$ cat src/rtl/ped_crossing_ctrl.sv
// Pedestrian crossing controller: debounced request latch, walk grant on
// the start of pure red, flashing clearance, and abort on loss of pure red.
module ped_crossing_ctrl #(
   parameter int unsigned DEBOUNCE_CYCLES = 1_000_000,
   parameter int unsigned WALK_TIME       = 20_000_000,
   parameter int unsigned FLASH_TIME      = 8_000_000,
   parameter int unsigned FLASH_HALF      = 2_000_000
) (
   input  logic Clock,
   input  logic Reset,
   input  logic Button,
   input  logic Red,
   input  logic Yellow,
   input  logic Green,
   output logic Walk,
   output logic DontWalk,
   output logic ReqPending,
   output logic WalkDone,
   output logic Conflict
);

   typedef enum logic [1:0] {
      S_IDLE,
      S_WAIT,
      S_WALK,
      S_FLASH
   } state_t;

   localparam logic [31:0] DEB_LAST   = 32'(DEBOUNCE_CYCLES - 1);
   localparam logic [31:0] WALK_LAST  = 32'(WALK_TIME - 1);
   localparam logic [31:0] FLASH_LAST = 32'(FLASH_TIME - 1);
   localparam logic [31:0] HALF_LAST  = 32'(FLASH_HALF - 1);

   state_t      state_q, state_d;
   logic        sync1_q, sync1_d;
   logic        sync2_q, sync2_d;
   logic        deb_state_q, deb_state_d;
   logic [31:0] deb_cnt_q, deb_cnt_d;
   logic        press_q, press_d;
   logic        prev_red_only_q, prev_red_only_d;
   logic [31:0] phase_cnt_q, phase_cnt_d;
   logic [31:0] flash_cnt_q, flash_cnt_d;
   logic        flash_phase_q, flash_phase_d;
   logic        walk_done_q, walk_done_d;
   logic        conflict_q, conflict_d;

   logic red_only;
   logic red_start;

   assign red_only  = Red & ~Yellow & ~Green;
   assign red_start = red_only & ~prev_red_only_q;

   // Synchronizer and debounce; press is the accepted rising level change.
   always_comb begin
      sync1_d     = Button;
      sync2_d     = sync1_q;
      deb_state_d = deb_state_q;
      deb_cnt_d   = '0;
      press_d     = 1'b0;
      if (sync2_q != deb_state_q) begin
         if (deb_cnt_q == DEB_LAST) begin
            deb_state_d = sync2_q;
            press_d     = sync2_q;
         end else begin
            deb_cnt_d = deb_cnt_q + 32'd1;
         end
      end
   end

   always_comb begin
      state_d         = state_q;
      phase_cnt_d     = phase_cnt_q;
      flash_cnt_d     = flash_cnt_q;
      flash_phase_d   = flash_phase_q;
      walk_done_d     = 1'b0;
      conflict_d      = 1'b0;
      prev_red_only_d = red_only;
      unique case (state_q)
         S_IDLE: begin
            if (press_q) state_d = S_WAIT;
         end
         S_WAIT: begin
            if (red_start) begin
               state_d     = S_WALK;
               phase_cnt_d = '0;
            end
         end
         S_WALK: begin
            if (!red_only) begin
               state_d    = S_IDLE;
               conflict_d = 1'b1;
            end else if (phase_cnt_q == WALK_LAST) begin
               state_d       = S_FLASH;
               phase_cnt_d   = '0;
               flash_cnt_d   = '0;
               flash_phase_d = 1'b0;
            end else begin
               phase_cnt_d = phase_cnt_q + 32'd1;
            end
         end
         S_FLASH: begin
            if (!red_only) begin
               state_d    = S_IDLE;
               conflict_d = 1'b1;
            end else if (phase_cnt_q == FLASH_LAST) begin
               state_d     = S_IDLE;
               walk_done_d = 1'b1;
            end else begin
               phase_cnt_d = phase_cnt_q + 32'd1;
               if (flash_cnt_q == HALF_LAST) begin
                  flash_cnt_d   = '0;
                  flash_phase_d = ~flash_phase_q;
               end else begin
                  flash_cnt_d = flash_cnt_q + 32'd1;
               end
            end
         end
         default: state_d = S_IDLE;
      endcase
   end

   always_comb begin
      Walk       = 1'b0;
      DontWalk   = 1'b1;
      ReqPending = 1'b0;
      unique case (state_q)
         S_IDLE:  ;
         S_WAIT:  ReqPending = 1'b1;
         S_WALK: begin
            Walk     = 1'b1;
            DontWalk = 1'b0;
         end
         S_FLASH: DontWalk = flash_phase_q;
         default: ;
      endcase
   end

   assign WalkDone = walk_done_q;
   assign Conflict = conflict_q;

   always_ff @(posedge Clock) begin
      if (Reset) begin
         state_q         <= S_IDLE;
         sync1_q         <= 1'b0;
         sync2_q         <= 1'b0;
         deb_state_q     <= 1'b0;
         deb_cnt_q       <= '0;
         press_q         <= 1'b0;
         prev_red_only_q <= 1'b1;
         phase_cnt_q     <= '0;
         flash_cnt_q     <= '0;
         flash_phase_q   <= 1'b0;
         walk_done_q     <= 1'b0;
         conflict_q      <= 1'b0;
      end else begin
         state_q         <= state_d;
         sync1_q         <= sync1_d;
         sync2_q         <= sync2_d;
         deb_state_q     <= deb_state_d;
         deb_cnt_q       <= deb_cnt_d;
         press_q         <= press_d;
         prev_red_only_q <= prev_red_only_d;
         phase_cnt_q     <= phase_cnt_d;
         flash_cnt_q     <= flash_cnt_d;
         flash_phase_q   <= flash_phase_d;
         walk_done_q     <= walk_done_d;
         conflict_q      <= conflict_d;
      end
   end

endmodule

$ cat config.mk
export PLATFORM = sky130hd
export DESIGN_NAME = ped_crossing_ctrl
export DESIGN_NICKNAME = d
export VERILOG_FILES = /design/src/rtl/ped_crossing_ctrl.sv
export SDC_FILE = /design/constraint.sdc
export NUM_CORES = 1
export LEC_CHECK = 0
export BUFFER_PORTS_ARGS = -buffer_cell sky130_fd_sc_hd__clkbuf_2
export CAP_MARGIN = 10
export CORE_MARGIN = 2
export CORE_UTILIZATION = 50
export CTS_BUF_LIST = sky130_fd_sc_hd__clkbuf_8
export DETAILED_ROUTE_END_ITERATION = 10
export PLACE_DENSITY_LB_ADDON = 0.3
export RECOVER_POWER = 50
export SLEW_MARGIN = 20
export SYNTH_ARGS = -nofsm -noshare
export SYNTH_HDL_FRONTEND = slang
export SYNTH_SLANG_ARGS = --single-unit
$ cat constraint.sdc
create_clock -name Clock -period 2.5 [get_ports Clock]
set_input_delay 0.375 -clock Clock [delete_from_list [all_inputs] [get_ports Clock]]
set_output_delay 0.375 -clock Clock [all_outputs]
set_load 0.02 [all_outputs]
## After elaboration in Yosys (flattened, before gate mapping)

Cells that the tools add are included.
Widths: inputs -> output; s select.

- Register bits after elaboration: 106
- Bits in latches: 0
- Bits in writable memories: 0
- ROM bits: 0
- Logic and storage cells: 87
- Memories: 0

- Add/subtract/negate cells: 3
- Multipliers: 0
- Div/mod/pow operators: 0
- $lt $le $gt $ge: 0
- Equal/unequal tests: 17
- Shift operators: 0
- Muxes and demuxes: 30
- Bitwise logic cells: 12
- Reduce and logical (&&, ||, !) cells: 13

Operators by type and width:

| cell | count |
|---|---|
| $mux 32 | 10 |
| $add 32x1->32 const B | 3 |
| $pmux 32 s3 | 1 |
| $pmux 32 s2 | 1 |
| $eq 32x20->1 const B | 1 |
| $eq 32x21->1 const B | 1 |
| $eq 32x23->1 const B | 1 |
| $eq 32x25->1 const B | 1 |
| $ne 2x2->1 const B | 7 |
| $mux 2 | 6 |
| $reduce_and 5->1 | 2 |
| $mux 1 | 9 |
| $not 1->1 | 9 |
| $reduce_or 3->1 | 3 |
| $pmux 2 s4 | 1 |
| $ne 3x3->1 const B | 2 |
| $reduce_and 6->1 | 1 |
| $eq 2x2->1 const B | 2 |
| $pmux 1 s2 | 2 |
| $reduce_and 4->1 | 1 |
| $reduce_or 2->1 | 2 |
| $and 1x1->1 | 3 |
| $reduce_bool 3->1 | 1 |
| $eq 2x1->1 const B | 1 |
| 4 further kinds | 4 |

## Logic depth before layout (Yosys ltp)

Gate-level depths: netlist (run 1).

- Depth in word-level cells: 6
- Gate-level depth with buffers: 11
- Mapped depth without buffers: 7

## Worst setup path after synthesis (run 1)

No wires, ideal clock.

- Path type: reg2reg
- Start: register phase_cnt_q[0]
- End: register flash_cnt_q[31]
- Data arrival time: 2504 ps
- Path slack: -70 ps
- Stages on the path, launching flop included: 11
- Path buffers: 3
- Clock period less this slack: 2570 ps
- Cells stage by stage: dfxtp_1 ha_1 nand3_1 or2_1 buf_6 or3_4 buf_6 a2111o_1 buf_6 or3_1 a21oi_2

- Cells in the longest elaborated chain, start to end: 3

Ends and longest elaborated chain:

| item | RTL line | RTL |
|---|---|---|
| start, declared | 41 | `logic [31:0] phase_cnt_q, phase_cnt_d;` |
| start signal, assigned | 163 | `phase_cnt_q <= phase_cnt_d;` |
| $eq 32x25->1 / $eq 32x23->1 (equally long branches) | 92, 105 |  |
| $ne 2x2->1 (no line) | n/a |  |
| $reduce_and 5->1 (no line) (*) | n/a |  |
| end signal, assigned | 164 | `flash_cnt_q <= flash_cnt_d;` |
| end, declared | 42 | `logic [31:0] flash_cnt_q, flash_cnt_d;` |

Every way passes the cells marked *; elsewhere a longest branch is shown, timed or not.
A chain may end at the register's enable or synchronous reset.

## Final worst setup path (run 1)

- Start: register flash_cnt_q[1]
- End: register flash_cnt_q[26]

- Cells in the longest elaborated chain, start to end: 5

Ends and longest elaborated chain:

| item | RTL line | RTL |
|---|---|---|
| $add 32x1->32 / $eq 32x21->1 (equally long branches) | 114, 110 |  |
| $mux 32 (*) | 110 | `if (flash_cnt_q == HALF_LAST) begin` |
| $mux 32 (*) | 105 | `end else if (phase_cnt_q == FLASH_LAST) begin` |
| $mux 32 (*) | 102 | `if (!red_only) begin` |
| $pmux 32 s2 (*) | 78 | `unique case (state_q)` |

Every way passes the cells marked *; elsewhere a longest branch is shown, timed or not. The select of a mux whose other input is x is not followed.

==> impl_results.md, run 1 <==
- Critical path data required time: 2.77 ns
- Die Ht: approximately 110 um
- Vias in the first global route: 4623
- Layout cells sized above 1: 0.154
- Slew margin rel.: 0.577
- Fin area: approximately 0.006 mm^2
- P_leak: 0.00186 uW
- Initial antenna violation count: 0
- Core Area: 0.0103 mm^2
- TritonCTS Buffers: 9
- First-pass GRT wire length: between 20 and 25 mm
- EDFF count, synth: 0
- H-Tree Depth: 3
- Largest net degree at the start of global routing: 40
- Maximum clock insertion buffer count: 2
- Initial Util: 0.517
- Slew Viols, Final: 0
- Synth Flop Type: dfxtp_1
- R2R setup slack: 0.05 ns
- Status: finished, final reports clean
- Final Hold Viols: 0
- Pwr Density: 472 mW/mm^2
- Slew @ Worst Pin: 0.629 ns
- Fin Hold WS: 0.222 ns
- Post-route antenna net violation count: 0
- Via density: 5.91
- Syn Std Cell Area: 0.00534 mm^2
- Worst EP arrival: ~2.7 ns
- Fmax: 408 MHz
- Final setup violation count: 0
- WL final: around 13 mm
- Final HPWL DP: 8.75 mm
- Fillers: 882
- Grt ovf: 0
- N_diodes: 0
- DRT Pass-1 Iters: 5
- Clk pin slew, worst setup/hold paths: 0.11 ns
- Crit Reg-Reg Startpoint: flash_cnt_q[1]$_SDFFE_PP0P_
- Row count: 37
- Fin crit period: 2.45 ns
- TritonCTS clock tree: done
- Detailed Route Iter0 Violations: about 320
- Synthesis-to-layout area growth: 14.0%
- Gp weighted congestion: 0.849
- HP Class: in2reg
- Root buf cell: clkbuf_8
- Worst Setup EP: flash_cnt_q[26]$_SDFFE_PP0P_
- Worst setup SP type: register
- Syn Inst Count: 636
- Width of the die: roughly 110 um
- Asr flop ratio synth: 0
- R2R cell count: 8
- All-Layer GR Usage: 0.233
- Final core occ: 0.589
- Peak fanout along the critical path: 5
- Dpl ws: -0.00120 ns
- Final WS setup: 0.0517 ns
- Critical Path Start: flash_cnt_q[1]$_SDFFE_PP0P_
- Peak supply drop: 0.000681 V
- I/O Buffers: 10
- Flops & latches, synth: 106
- Yosys warning count: 0
- Max Cap Violations: 0
- Post-synthesis cell type count: 63
- Synth Net Count: about 650
- Period utilisation layout: 0.979
- Cell Area, Placed: 0.00574 mm^2
- Residual DRC: 0
- Routed WL per cell: roughly 15 um
- Die area: approximately 0.012 mm^2
- Final nets: 687
- Syn_area_per_cell: 8.39 um^2
- CTS sink cnt: between 100 and 150
- RSZ-0062 raised after global routing: true
- Crit path kind: reg2reg
- Register area share after synthesis: 0.398
- Ports: 11
- Worst skew pair latency: roughly 0.40 ns
- Reg2reg end: flash_cnt_q[26]$_SDFFE_PP0P_
- Worst Skew: about 0.015 ns
- Vias: 4842
- Setup crit end kind: register
-- placed cells by master, fill, tap and decap left out, types with 16 or more instances in the layout --
cell,count
nand4_1,28
or4_1,16
xnor2_1,31
buf_4,42
xor2_1,19
a21oi_1,43
nand3_1,26
nand2_1,48
nor2_1,80
dfxtp_1,99
-- flip-flops by register name (all words and copies together) (netlist names) --
signal and flops:
flash_cnt_q 32, sync2_q 1, state_q 2, deb_cnt_q 32, Conflict 1, sync1_q 1, phase_cnt_q 32, flash_phase_q 1
prev_red_only_q 1, WalkDone 1, deb_state_q 1, press_q 1
-- cell families (layout without fill, tap and decap cells) --
kind of cell	count (synthesis)	count (layout)	synth area share
AND/OR/NAND/NOR	315	315	0.321
multiplexers	7	7	0.0131
adder cells (fa/ha/maj)	3	3	0.00703
XOR/XNOR	50	50	0.0821
flip-flops	106	106	0.398
AO/OA/AOI/OAI	115	115	0.143
buffers and inverters	40	87	0.0368
-- what timing repair did --
item,4_1_cts,5_1_grt
pin swaps,2,11
setup buffers,0,8
resized for setup,2,24
hold buffers,0,0
endpoints found under the setup margin,2,54
cloned,0,0
-- per-layer routing --
layer	share of wire	track usage
met5	0	0
met4	0.011	0.0584
met3	0.055	0.0654
met2	0.48	0.381
met1	0.46	0.303
-- synthesized netlist by cell type, types with 3 or more instances --
| master | n | share of area |
|---|---|---|
| mux2i_1 | 7 | 0.013 |
| or3_1 | 17 | 0.020 |
| o21ai_0 | 18 | 0.017 |
| xnor2_1 | 31 | 0.051 |
| nor4_1 | 16 | 0.019 |
| inv_1 | 14 | 0.0098 |
| o41ai_1 | 3 | 0.0049 |
| and2_1 | 7 | 0.0082 |
| nand3b_1 | 7 | 0.0098 |
| o31ai_1 | 11 | 0.015 |
| and4_1 | 5 | 0.0082 |
| nand4b_1 | 3 | 0.0049 |
| a211oi_1 | 8 | 0.011 |
| nand2b_1 | 9 | 0.011 |
| nand3_1 | 27 | 0.025 |
| a21oi_2 | 4 | 0.0066 |
| or4_1 | 18 | 0.025 |
| dfxtp_1 | 106 | 0.40 |
| and3_1 | 11 | 0.013 |
| nand4_1 | 28 | 0.033 |
| ha_1 | 3 | 0.0070 |
| buf_6 | 5 | 0.011 |
| nand2_1 | 48 | 0.034 |
| nor3_1 | 13 | 0.012 |
| clkbuf_1 | 15 | 0.011 |
| nor4b_1 | 4 | 0.0066 |
| nor2_1 | 80 | 0.056 |
| or2_2 | 4 | 0.0047 |
| buf_2 | 4 | 0.0038 |
| a21oi_1 | 43 | 0.040 |
| o32ai_1 | 5 | 0.0082 |
| xor2_1 | 19 | 0.031 |
-- worst min-delay path by stage --
| stage | slack (ns) | depth (start not counted) | endpoint | from |
|---|---|---|---|---|
| final | 0.22 | 2 | sync1_q$_SDFF_PP0_ | Button |
| after floorplan | 0.41 | 1 | sync2_q$_SDFF_PP0_ | sync1_q$_SDFF_PP0_ |
| after global routing | 0.20 | 2 | sync1_q$_SDFF_PP0_ | Button |
| after global placement | 0.43 | 1 | deb_cnt_q[0]$_SDFF_PP0_ | deb_cnt_q[0]$_SDFF_PP0_ |
| after detailed placement | 0.43 | 1 | deb_cnt_q[0]$_SDFF_PP0_ | deb_cnt_q[0]$_SDFF_PP0_ |
| after CTS | 0.22 | 2 | sync1_q$_SDFF_PP0_ | Button |
-- stage by stage --
stage / power, uW / instances / setup TNS, ns
2_1_floorplan: 1760 / 636 / 0
3_3_place_gp: 1780 / 795 / 0
3_5_place_dp: 1780 / 795 / -0.00120
4_1_cts: 2910 / 811 / 0
5_1_grt: 2980 / 819 / -0.173
6_report: 2870 / 819 / 0
-- where the power goes --
| part | internal [uW] | switching (uW) | total, uW |
|---|---|---|---|
| Combinational | 17.9 | 32.1 | 50.1 |
| Clock | 504 | 630 | 1130 |
| Sequential | 1690 | 1.62 | 1690 |
| Total | 2210 | 664 | 2870 |
-- worst max-delay path: stages (launching register included) --
cell and delay (ns):
dfxtp_4 0.39, ha_4 0.15, nand4_1 0.13, or3_4 0.45, or4_4 0.55, o32ai_4 0.24, buf_4 0.18, mux2i_1 0.18
nor4_1 0.06
-- layout make-up --
cell class	instances	area (um^2)	share of cell area
multi-input combinational	490	3100	0.510
sequential	106	2140	0.351
timing repair buffer	57	410	0.0674
tap	136	170	0.0280
clock buffer	10	138	0.0226
clock inverter	6	73.8	0.0121
inverter	14	52.6	0.00864
Power figures use the tool's default switching activity.
==> run 2: changes to the inputs <==
- BUFFER_PORTS_ARGS: -buffer_cell sky130_fd_sc_hd__clkbuf_2 -> -buffer_cell sky130_fd_sc_hd__buf_2
==> impl_results.md, run 2 (synthesized netlist as in run 1, its figures left out) <==
- Status: finished, final reports clean
- Width of the die: ~110 um
- Final nets: between 600 and 700
- Residual DRC: 0
- Worst setup SP type: register
- Most common cell after layout, fill and taps aside: dfxtp_1
- All-Layer GR Usage: 0.229
- Worst EP arrival: 2.78 ns
- Die Ht: 107 um
- N_diodes: 0
- Synthesis-to-layout area growth: 12.6%
- Worst skew pair latency: roughly 0.4 ns
- Slew @ Worst Pin: between 0.6 and 0.7 ns
- Final setup violation count: 0
- Most frequent cells in the layout: 102 x dfxtp_1, 80 x nor2_1, 48 x nand2_1
- Initial Util: 0.517
- Layout cells sized above 1: 0.136
- Die area: 0.0115 mm^2
- Pwr Density: a little under 500 mW/mm^2
- Vias: 4824
- DRT Pass-1 Iters: 5
- Crit Reg-Reg Startpoint: phase_cnt_q[14]$_SDFFE_PP0P_
- Gp weighted congestion: 0.858
- Setup crit end kind: register
- Final Hold Viols: 0
- HP Class: in2reg
- CTS sink cnt: about 110
- Clk pin slew, worst setup/hold paths: 0.10 ns
- Row count: 37
- P_leak: roughly 0.0018 uW
- I/O Buffers: 10
- Peak supply drop: between 0.0004 and 0.0005 V
- Largest net degree at the start of global routing: 40
- Dpl ws: approximately 0.0056 ns
- H-Tree Depth: 3
- Post-route antenna net violation count: 0
- DR WL met2: slightly below 6 mm
- R2R setup slack: 0.05 ns
- Cells after DPL: 796
- Detailed Route Iter0 Violations: 320
- Worst Skew: 0.0151 ns
- Final core occ: 0.582
- Crit path kind: reg2reg
- Ports: 11
- Initial antenna violation count: 0
- Fmax: 409 MHz
- Fillers: 939
- RSZ-0062 raised after global routing: true
- TritonCTS Buffers: 9
- Root buf cell: clkbuf_8
- Top Metal Used: met4
- Maximum clock insertion buffer count: 2
- WL final: approximately 12 mm
- Peak fanout along the critical path: 11
- Critical path data required time: 2.83 ns
- Slew margin rel.: 0.552
- TritonCTS clock tree: done
- Fin crit period: about 2.4 ns
- Reg2reg end: flash_cnt_q[29]$_SDFFE_PP0P_
- Final WS setup: 0.0550 ns
- Critical Path Start: phase_cnt_q[14]$_SDFFE_PP0P_
- Final HPWL DP: ~9 mm
- Wl on met1: between 5 and 6 mm
- Setup TNS: 0 ns
- Grt ovf: 0
- Slew Viols, Final: 0
- Max Cap Violations: 0
- WL met3: 660 um
- First-pass GRT wire length: 21.3 mm
- Vias in the first global route: 4545
- Filler-free cell count of the finished design: approximately 810
- Biggest regs: deb_cnt_q (32), flash_cnt_q (32), phase_cnt_q (32)
- Routed WL per cell: ~15 um
- Via density: about 5.9
- Worst Setup EP: flash_cnt_q[29]$_SDFFE_PP0P_
- Core Area: between 0.01 and 0.015 mm^2
- Period utilisation layout: 0.978
- Fin Hold WS: 0.188 ns
- R2R cell count: 6
-- run 2: changes by cell type in the layout (fill, tap and decap cells not counted), moves of 2 or more --
cell | previous run | this run
o21ai_0 | 14 | 18
dfxtp_1 | 99 | 102
buf_2 | 0 | 4
nor4_1 | 14 | 16
a21o_2 | 2 | 0
inv_6 | 0 | 3
or4_4 | 2 | 0
buf_4 | 42 | 37
o21ai_1 | 5 | 1
or4_1 | 16 | 18
clkbuf_2 | 5 | 1
dfxtp_2 | 5 | 2
-- run 2: how the worst min path moves through the flow --
stage                            start                       to  slack (ns)  depth (start not counted)
2_1_floorplan       sync1_q$_SDFF_PP0_       sync2_q$_SDFF_PP0_        0.41                          1
3_3_place_gp   deb_cnt_q[0]$_SDFF_PP0_  deb_cnt_q[0]$_SDFF_PP0_        0.43                          1
3_5_place_dp   deb_cnt_q[0]$_SDFF_PP0_  deb_cnt_q[0]$_SDFF_PP0_        0.44                          1
4_1_cts                         Button       sync1_q$_SDFF_PP0_        0.18                          2
5_1_grt                         Button       sync1_q$_SDFF_PP0_        0.18                          2
6_report                        Button       sync1_q$_SDFF_PP0_        0.19                          2
-- run 2: worst max-delay path: stages, from the launching register on --
cell,delay [ns]
dfxtp_1,0.36
nor4_1,0.33
nand4_1,0.19
or3_4,0.47
a2111o_1,0.52
or3_4,0.38
a21oi_2,0.15
-- run 2: area by class of cell --
| class | instances | area (um^2) | share of cell area |
|---|---|---|---|
| Clock inverter | 6 | 78.8 | 0.0131 |
| Multi-Input combinational cell | 490 | 3070 | 0.510 |
| Inverter | 14 | 52.6 | 0.00874 |
| Clock buffer | 10 | 138 | 0.0229 |
| Timing Repair Buffer | 52 | 373 | 0.0620 |
| Tap cell | 136 | 170 | 0.0283 |
| Sequential cell | 106 | 2130 | 0.355 |
-- run 2: what timing repair did --
action	CTS	global route
hold buffers	0	0
endpoints found under the setup margin	2	31
buffers inserted	0	2
pin swaps	1	6
gates resized for setup	0	13
hold endpoints to repair	0	0
-- run 2: metrics by stage --
step                area, um^2  power, uW
finish                    6010       2900
floorplan                 5350       1760
global placement          5750       1780
detailed placement        5750       1780
CTS                       5960       2930
global route              6010       3000
-- run 2: per-layer routing --
| layer | track usage | vias to the layer above |
|---|---|---|
| met5 | 0 | - |
| met4 | 0.0622 | 0 |
| met3 | 0.0617 | 20 |
| met2 | 0.367 | 114 |
| met1 | 0.304 | 2286 |
| li1 | - | 2404 |
-- run 2: where the power goes --
part	leakage, uW	switching [uW]	internal, uW	total [uW]
Clock	0.000112	645	515	1160
Sequential	0.000857	1.82	1690	1690
Combinational	0.000855	32.7	17.7	50.4
Total	0.00182	679	2220	2900
==> run 3: changes to the inputs <==
- SETUP_SLACK_MARGIN: default -> 0.15
==> impl_results.md, run 3 (synthesized netlist as in run 1, its figures left out) <==
- Via density: 6.09
- N_diodes: 0
- Status: finished, final reports clean
- Filler-free cell count of the finished design: 819
- DRT Pass-1 Iters: 8
- First-pass GRT wire length: 21.5 mm
- Final setup violation count: 0
- Ports: 11
- P_leak: ~0.0019 uW
- Max Cap Violations: 0
- Clk pin slew, worst setup/hold paths: roughly 0.11 ns
- Slew @ Worst Pin: 0.626 ns
- Core Area: 0.0103 mm^2
- Pwr Density: 463 mW/mm^2
- Cells after DPL: 789
- Crit Reg-Reg Startpoint: phase_cnt_q[1]$_SDFFE_PP0P_
- Grt ovf: 0
- Comb power frac: 0.019
- Layout cells sized above 1: 0.177
- Worst EP arrival: 2.62 ns
- R2R setup slack: 0.16 ns
- Initial antenna violation count: 0
- Largest net degree at the start of global routing: 40
- Fin crit period: 2.34 ns
- Die Ht: 107 um
- WHS Endpoint: sync1_q$_SDFF_PP0_
- Internal power: 2210 uW
- H-Tree Depth: 3
- Width of the die: 107 um
- RSZ-0062 raised after global routing: true
- Fmax: roughly 430 MHz
- Post-route antenna net violation count: 0
- Crit path kind: reg2reg
- Root buf cell: clkbuf_8
- Hold_buf cts: 0
- Vias in the first global route: 4625
- Cell Area, Placed: 0.00570 mm^2
- Residual DRC: 0
- Final HPWL DP: 8.63 mm
- Clock power share: 0.396
- P_sw: 676 uW
- Slew Viols, Final: 0
- Hold path cells: 2
- Row count: 37
- Initial Util: 0.517
- Period utilisation layout: 0.937
- All-Layer GR Usage: 0.231
- Worst setup SP type: register
- Most common cell after layout, fill and taps aside: dfxtp_1
- Setup TNS: 0 ns
- Final nets: 687
- TritonCTS Buffers: 9
- Peak fanout along the critical path: 6
- WL final: 13.2 mm
- Most frequent cells in the layout: 97 x dfxtp_1, 80 x nor2_1, 47 x nand2_1
- Flop pwr share: 0.585
- Worst skew pair latency: 0.40 ns
- Gp weighted congestion: 0.910
- HP Class: in2reg
- Routed WL per cell: 16.2 um
- Min-delay src: Button
- Die area: 0.0115 mm^2
- Critical path data required time: 2.78 ns
- Final Hold Viols: 0
- Synthesis-to-layout area growth: 17.0%
- Maximum clock insertion buffer count: 2
- TritonCTS clock tree: done
- Slew margin rel.: 0.581
- Detailed Route Iter0 Violations: 327
- Worst Skew: 0.0183 ns
- R2R cell count: 9
- Peak supply drop: 0.000392 V
- Reg2reg end: flash_cnt_q[22]$_SDFFE_PP0P_
- I/O Buffers: 10
- Fin area: 0.00624 mm^2
- Vias: 4986
- CTS sink cnt: 106
- Setup crit end kind: register
- Sw Share: 0.234
- Biggest regs: deb_cnt_q (32), flash_cnt_q (32), phase_cnt_q (32)
## run 3: cell count changes in the layout (fill, tap and decap cells not counted), sizes merged
cell    previous run  this run
a2111o             1         2
clkinv             0         1
a21o               3         4
clkbuf            19        20
buf               43        45
inv               19        18
## run 3: power by group through the flow
stage	registers, uW	logic, uW	clock network [uW]
finish	1690	53.7	1140
floorplan	1730	30.2	0
CTS	1690	46.3	1170
detailed placement	1730	45.5	0
global route	1690	57.6	1250
global placement	1730	44.8	0
## run 3: what timing repair did
item,CTS,global route
gates resized for setup,8,36
pin swaps,6,13
gates cloned,1,4
buffers inserted,2,7
setup endpoints to repair,18,62
## run 3: stage by stage
stage | worst slack [ns] | hold WS, ns | total power (uW) | util
after floorplan | 0.0584 | 0.414 | 1760 | -
after global placement | 0.0928 | 0.430 | 1770 | 0.553
after detailed placement | 0.0376 | 0.433 | 1770 | 0.553
after CTS | 0.151 | 0.225 | 2900 | 0.580
after global routing | 0.0467 | 0.220 | 2990 | 0.605
final | 0.158 | 0.231 | 2890 | 0.605
## run 3: worst max path at each step
stage	start	endpoint	slack [ns]	cells after the start
finish	phase_cnt_q[1]$_SDFFE_PP0P_	flash_cnt_q[22]$_SDFFE_PP0P_	0.16	9
global route	phase_cnt_q[30]$_SDFFE_PP0P_	flash_cnt_q[23]$_SDFFE_PP0P_	0.05	6
CTS	phase_cnt_q[1]$_SDFFE_PP0P_	flash_cnt_q[23]$_SDFFE_PP0P_	0.15	7
detailed placement	flash_cnt_q[0]$_SDFFE_PP0P_	flash_cnt_q[22]$_SDFFE_PP0P_	0.04	7
global placement	phase_cnt_q[27]$_SDFFE_PP0P_	flash_cnt_q[25]$_SDFFE_PP0P_	0.09	6
floorplan	phase_cnt_q[8]$_SDFFE_PP0P_	phase_cnt_q[5]$_SDFFE_PP0P_	0.06	10
## run 3: worst max-delay path, stage by stage (launching register included)
cell	delay (ns)
dfxtp_2	0.39
ha_4	0.14
nand3_2	0.13
or2_0	0.29
or3_4	0.39
buf_4	0.18
o32ai_4	0.24
buf_12	0.18
mux2i_4	0.24
nor4_1	0.06
## run 3: final cells by class
| class | instances | area (um^2) |
|---|---|---|
| tap | 136 | 170 |
| inverter | 14 | 52.6 |
| clock buffer | 10 | 138 |
| sequential | 106 | 2140 |
| clock inverter | 6 | 70.1 |
| multi-input combinational | 492 | 3230 |
| timing repair buffer | 55 | 443 |
| fill | 880 | 4080 |
## run 3: routing by layer
metal	vias up	GRT usage	wire length, um
li1	2409	-	-
met1	2441	0.297	5970
met2	113	0.388	6480
met3	23	0.0521	566
met4	0	0.0696	228
met5	-	0	0
